--- src/rtl/counter_updown_mod.sv ---
// counter_updown_mod
//   Parametrised up/down modulo counter with count enable, synchronous clear
//   and load, and a selectable wrap or saturate mode at the range limits.
//   Counting range is 0..MAX_VALUE. Per-edge priority is
//   reset > clear > load > enable > hold.
//
// Parameters
//   WIDTH      counter width in bits (>= 2)
//   MAX_VALUE  highest count value (1 .. 2**WIDTH-1)
//   SATURATE   0 = wrap at limits, 1 = hold at limits
//
// Ports
//   clk         clock, rising edge
//   reset       synchronous, active-high
//   clear       synchronous clear of count, wrap and sat
//   load        load min(load_value, MAX_VALUE)
//   load_value  value to load
//   enable      count enable
//   up          1 = increment, 0 = decrement
//   count       registered count
//   at_limit    combinational: count at the limit in the current direction
//   wrap        registered one-cycle pulse after a wrap/saturation event
//   sat         registered sticky saturation flag (SATURATE=1 only)
module counter_updown_mod #(
  parameter int WIDTH     = 8,
  parameter int MAX_VALUE = 2**WIDTH-1,
  parameter bit SATURATE  = 1'b0
) (
  input  logic             clk,
  input  logic             reset,
  input  logic             clear,
  input  logic             load,
  input  logic [WIDTH-1:0] load_value,
  input  logic             enable,
  input  logic             up,
  output logic [WIDTH-1:0] count,
  output logic             at_limit,
  output logic             wrap,
  output logic             sat
);

  localparam logic [WIDTH-1:0] MAX_C = WIDTH'(MAX_VALUE);

  logic [WIDTH-1:0] count_q, count_d;
  logic             wrap_q,  wrap_d;
  logic             sat_q,   sat_d;

  always_comb begin
    count_d = count_q;
    wrap_d  = 1'b0;
    sat_d   = sat_q;
    if (clear) begin
      count_d = '0;
      sat_d   = 1'b0;
    end else if (load) begin
      // Clamp so the count never leaves 0..MAX_VALUE.
      count_d = (load_value > MAX_C) ? MAX_C : load_value;
    end else if (enable) begin
      if (up) begin
        if (count_q != MAX_C) begin
          count_d = count_q + WIDTH'(1);
        end else begin
          wrap_d = 1'b1;
          if (SATURATE) sat_d = 1'b1;
          else          count_d = '0;
        end
      end else begin
        if (count_q != '0) begin
          count_d = count_q - WIDTH'(1);
        end else begin
          wrap_d = 1'b1;
          if (SATURATE) sat_d = 1'b1;
          else          count_d = MAX_C;
        end
      end
    end
  end

  always_ff @(posedge clk) begin
    if (reset) begin
      count_q <= '0;
      wrap_q  <= 1'b0;
      sat_q   <= 1'b0;
    end else begin
      count_q <= count_d;
      wrap_q  <= wrap_d;
      sat_q   <= sat_d;
    end
  end

  always_comb begin
    at_limit = up ? (count_q == MAX_C) : (count_q == '0);
  end

  assign count = count_q;
  assign wrap  = wrap_q;
  assign sat   = sat_q;

endmodule

--- config.mk ---
export PLATFORM = sky130hd
export DESIGN_NAME = counter_updown_mod
export DESIGN_NICKNAME = d
export VERILOG_FILES = /design/src/rtl/counter_updown_mod.sv
export SDC_FILE = /design/constraint.sdc
export NUM_CORES = 1
export LEC_CHECK = 0
export CORE_MARGIN = 2
export CORE_UTILIZATION = 40
export CTS_CLUSTER_DIAMETER = 100
export DETAILED_ROUTE_END_ITERATION = 8
export GPL_ROUTABILITY_DRIVEN = 0
export GPL_TIMING_DRIVEN = 0
export PLACE_DENSITY = 0.69
export SYNTH_ARGS = -nofsm -noshare
export SYNTH_HDL_FRONTEND = slang
export SYNTH_SLANG_ARGS = --single-unit
--- constraint.sdc ---
create_clock -name clk -period 4.7 [get_ports clk]
set_input_delay 1.175 -clock clk [delete_from_list [all_inputs] [get_ports clk]]
set_output_delay 1.175 -clock clk [all_outputs]
set_load 0.02 [all_outputs]
### After elaboration in Yosys (flattened, before gate mapping)

Cells that the tools add are included.
W data, S select, Z words.

* add/sub/neg operators: 2
* order comparisons: 1
* equality and inequality tests: 2
* multiplexer cells: 10
* bitwise gates (word level): 1
* reduce and logical (&&, ||, !) cells: 5

Operators with widths (number)
* $mux W8: 6
* $add A8 B1 Y8 const B: 1
* $eq A8 B8 Y1 const B: 1
* $gt A8 B8 Y1 const B: 1
* $logic_not A8 Y1: 1
* $ne A8 B8 Y1 const B: 1
* $reduce_bool A8 Y1: 1
* $sub A8 B1 Y8 const B: 1
* $mux W1: 4
* $reduce_or A4 Y1: 1
* $reduce_bool A2 Y1: 1
* $reduce_or A2 Y1: 1
* $not A1 Y1: 1

* flip-flop bits (word level): 9
* input port bits: 14
* output and inout port bits: 11
* logic and storage cells: 23

### Longest topological paths before layout

* word-level depth: 5
* gate-level depth with buffers: 8
* gate-level depth less buffers: 7

### Worst setup path before layout

No wires, ideal clock.

* path kind: input to output
* from: in up
* to: out at_limit
* arrival time: 1630 ps
* required time: 3525 ps
* path slack: 1895 ps
* stages on the path: 3
* buffers on the path: 0
* path through: nor2_1 -> nand2_1 -> nand2_1

* word-level cells in the longest chain between the ends: 1

Ends and longest elaborated chain
* start: declaration: RTL line 35 `input logic up,`
* $mux W1: RTL line 92 `at_limit = up ? (count_q == MAX_C) : (count_q == '0);`
* end: declaration: RTL line 37 `output logic at_limit,`

No other way between the ends.

### Final worst setup path

Same ends and word-level chain as after synthesis.

==> results.json <==
{
  "area_growth_pct": 31.82,
  "synth_fp_nets": 135,
  "ys_async_sr_fraction_pct": 0,
  "crit_path_start_kind": "input pin",
  "r2r_cells": 7,
  "yosys_warnings": 0,
  "crit-reg2reg-launch": "count[0]",
  "synth_top_family_by_area": "simple AND/OR/NAND/NOR gates",
  "min_from": "count[4]",
  "synth-seq-cells": 9,
  "drt-initial-drc-count": 53,
  "cts_tree": "yes",
  "synth_common_cells": "12 x a21oi_1, 11 x nand2_1, 10 x nor2_1",
  "numCtsBuffers": 3,
  "dpl.cell_count": 167,
  "timing.final.crit_share_pct": 85.95,
  "dr.pass1.iters": 4,
  "syn_inst": 118,
  "io_buffer_count": 22,
  "root_buffer": "clkbuf_4",
  "synthTopCellsByArea": "dfxtp_1 20%, a21oi_1 6.8%, buf_6 5.1%, nand2_1 4.7%, ha_1 4.3%",
  "die_area_sq_um": 2593,
  "grt_max_degree": 11,
  "dp_hpwl_mm": 1.754,
  "die_height_um": 50.93,
  "worst_ep_required_time_ps": 3520,
  "synth-adder-area-share_pct": 4.261,
  "final_nets": 162,
  "die_x_um": 50.93,
  "place_area_sq_um": 1135,
  "muxShareOfSynthArea_pct": 2.273,
  "global_route.overflow_total": 0,
  "globalRouteTotalUtil_pct": 20.39,
  "path_max_fanout": 6,
  "htreeDepth": 1,
  "first_global_vias": 891,
  "start_util_pct": 43.56,
  "max_freq_ghz": 0.2476,
  "p_per_area_nw_per_um2": 202.3,
  "wl_mm": 2.450,
  "rsz0062_at_grt": "false",
  "hold_path_end": "count[4]",
  "timing.final.crit_period_ps": 4040,
  "drcViolationCount": 0,
  "maxCapViolCount": 0,
  "clock_path_buffers": 2,
  "setup_tns_ps": 0,
  "synth_cell_types": 44,
  "clock_latency_ps": 270,
  "skew_ps": 2.508,
  "vdd_drop_max_mv": 0.1114,
  "antenna_cells": 0,
  "crit_type": "in -> out",
  "path_clk_slew_ps": 70,
  "holdPathStages": 2,
  "run_status": "completed",
  "rr_endpoint": "count[2]",
  "cts_hold_buf": 0,
  "via_per_inst": 6.094,
  "cts-resized-gates": 0,
  "yosysMostFrequentCell": "a21oi_1",
  "setup_viol": 0,
  "arrival_ps": 2860,
  "p_leak_nw": 0.4419,
  "syn-cell-area_sq_um": 880.8,
  "endpoint_kind": "primary output",
  "yosys.area_share.simple_pct": 29.97,
  "cts_setup_buffers": 0,
  "synth_compound_area_share_pct": 28.55,
  "synthFlopType": "dfxtp_1",
  "rows": 16,
  "drt.antenna.violating_nets": 0,
  "rrSetupSlack_ps": 2390,
  "grt_pass1_wl_mm": 3.974,
  "synth-edff-count": 0,
  "io_pins": 25,
  "drv_slew": 0,
  "finalHoldViolCount": 0,
  "cts_sinks": 9,
  "wire_per_inst_um": 14.33,
  "vias": 1042,
  "antenna_found_initial": 0,
  "hp-class": "reg -> reg",
  "drive_gt1_share_pct": 11.81,
  "ys_seq_area_share_pct": 20.45,
  "finalInstanceArea_sq_um": 1161,
  "synth.avg_cell_area_sq_um": 7.465,
  "finalNonFillerCells": 171,
  "core_sq_um": 2022,
  "yosysTopAreaCell": "dfxtp_1",
  "synthXorXnorAreaFrac_pct": 1.989,
  "yosysTopAreaCellShare_pct": 20.45
}
## state kept, by name (all words and copies together), names as in the netlist
| signal | count |
|---|---|
| wrap | 1 |
| count | 8 |
## worst max path at each step
| stage | start | cells after the start | endpoint | slack, ps |
|---|---|---|---|---|
| after global routing | up | 5 | at_limit | 610 |
| after global placement | up | 5 | at_limit | 710 |
| after detailed placement | up | 5 | at_limit | 730 |
| final | up | 5 | at_limit | 660 |
| after CTS | up | 5 | at_limit | 700 |
| after floorplan | up | 3 | at_limit | 1900 |
## per-stage QoR
stage	total power, mW	worst slack [ps]	hold slack (ps)	utilization [%]
after floorplan	0.1404	1895	644.4	-
after CTS	0.2352	699.6	636.5	57.43
after global placement	0.1703	709.7	618.7	56.13
after global routing	0.2489	613.0	668.1	57.43
final	0.2349	660.5	636.5	57.43
after detailed placement	0.1708	734.2	625.7	56.13
## where the power goes
part | switching [mW] | leakage (nW) | internal, mW
combinational | 0.0438 | 0.353 | 0.0428
sequential | 0.00452 | 0.0736 | 0.0797
clock | 0.0312 | 0.0150 | 0.0329
## critical path: stages
cell and delay (ps):
clkdlybuf4s50_1 510, nor2_1 310, nand2_1 170, nand2_1 100, clkdlybuf4s50_1 600
## cell type report
type	instances	area, sq um
fillers	210	860.8
multi-input cells	92	594.3
repair buffers	22	220.2
flip-flops and latches	9	180.2
plain buffers	11	83.83
well taps	27	33.78
clock buffers	4	26.28
inverters	6	22.52
## cell usage in the layout, fill, tap and decap left out, drive strengths merged, types with 3 or more instances in the layout
cell	synthesis	routed
clkdlybuf4s50	0	22
a21oi	12	12
nand2	11	11
nor2	10	10
dfxtp	9	9
buf	8	8
clkbuf	3	7
inv	6	6
nand3	5	5
o21ai	5	5
nor3b	3	3
nand2b	3	3
ha	3	3
or4	3	3
## per-layer routing
metal  routed length [um]  vias up  part of all wire [%]  global-route usage [%]
li1                     -      486                     -                       -
met1                 1042      471                    43                   27.21
met2                 1086       71                    44                   31.39
met3                  229       14                   9.3                   2.632
met4                   92        0                   3.8                   11.71
met5                    0        -                     0                       0
## logic make-up after synthesis
kind of cell / count (synthesis)
xor gates and xnor gates: 2
adders and majority gates: 3
other: 1
muxes: 2
AOI/OAI and AO/OA: 36
DFF: 9
and+or+nand+nor: 48
buffers and inverters: 17
No activity file was read; power rests on OpenSTA's default activity.
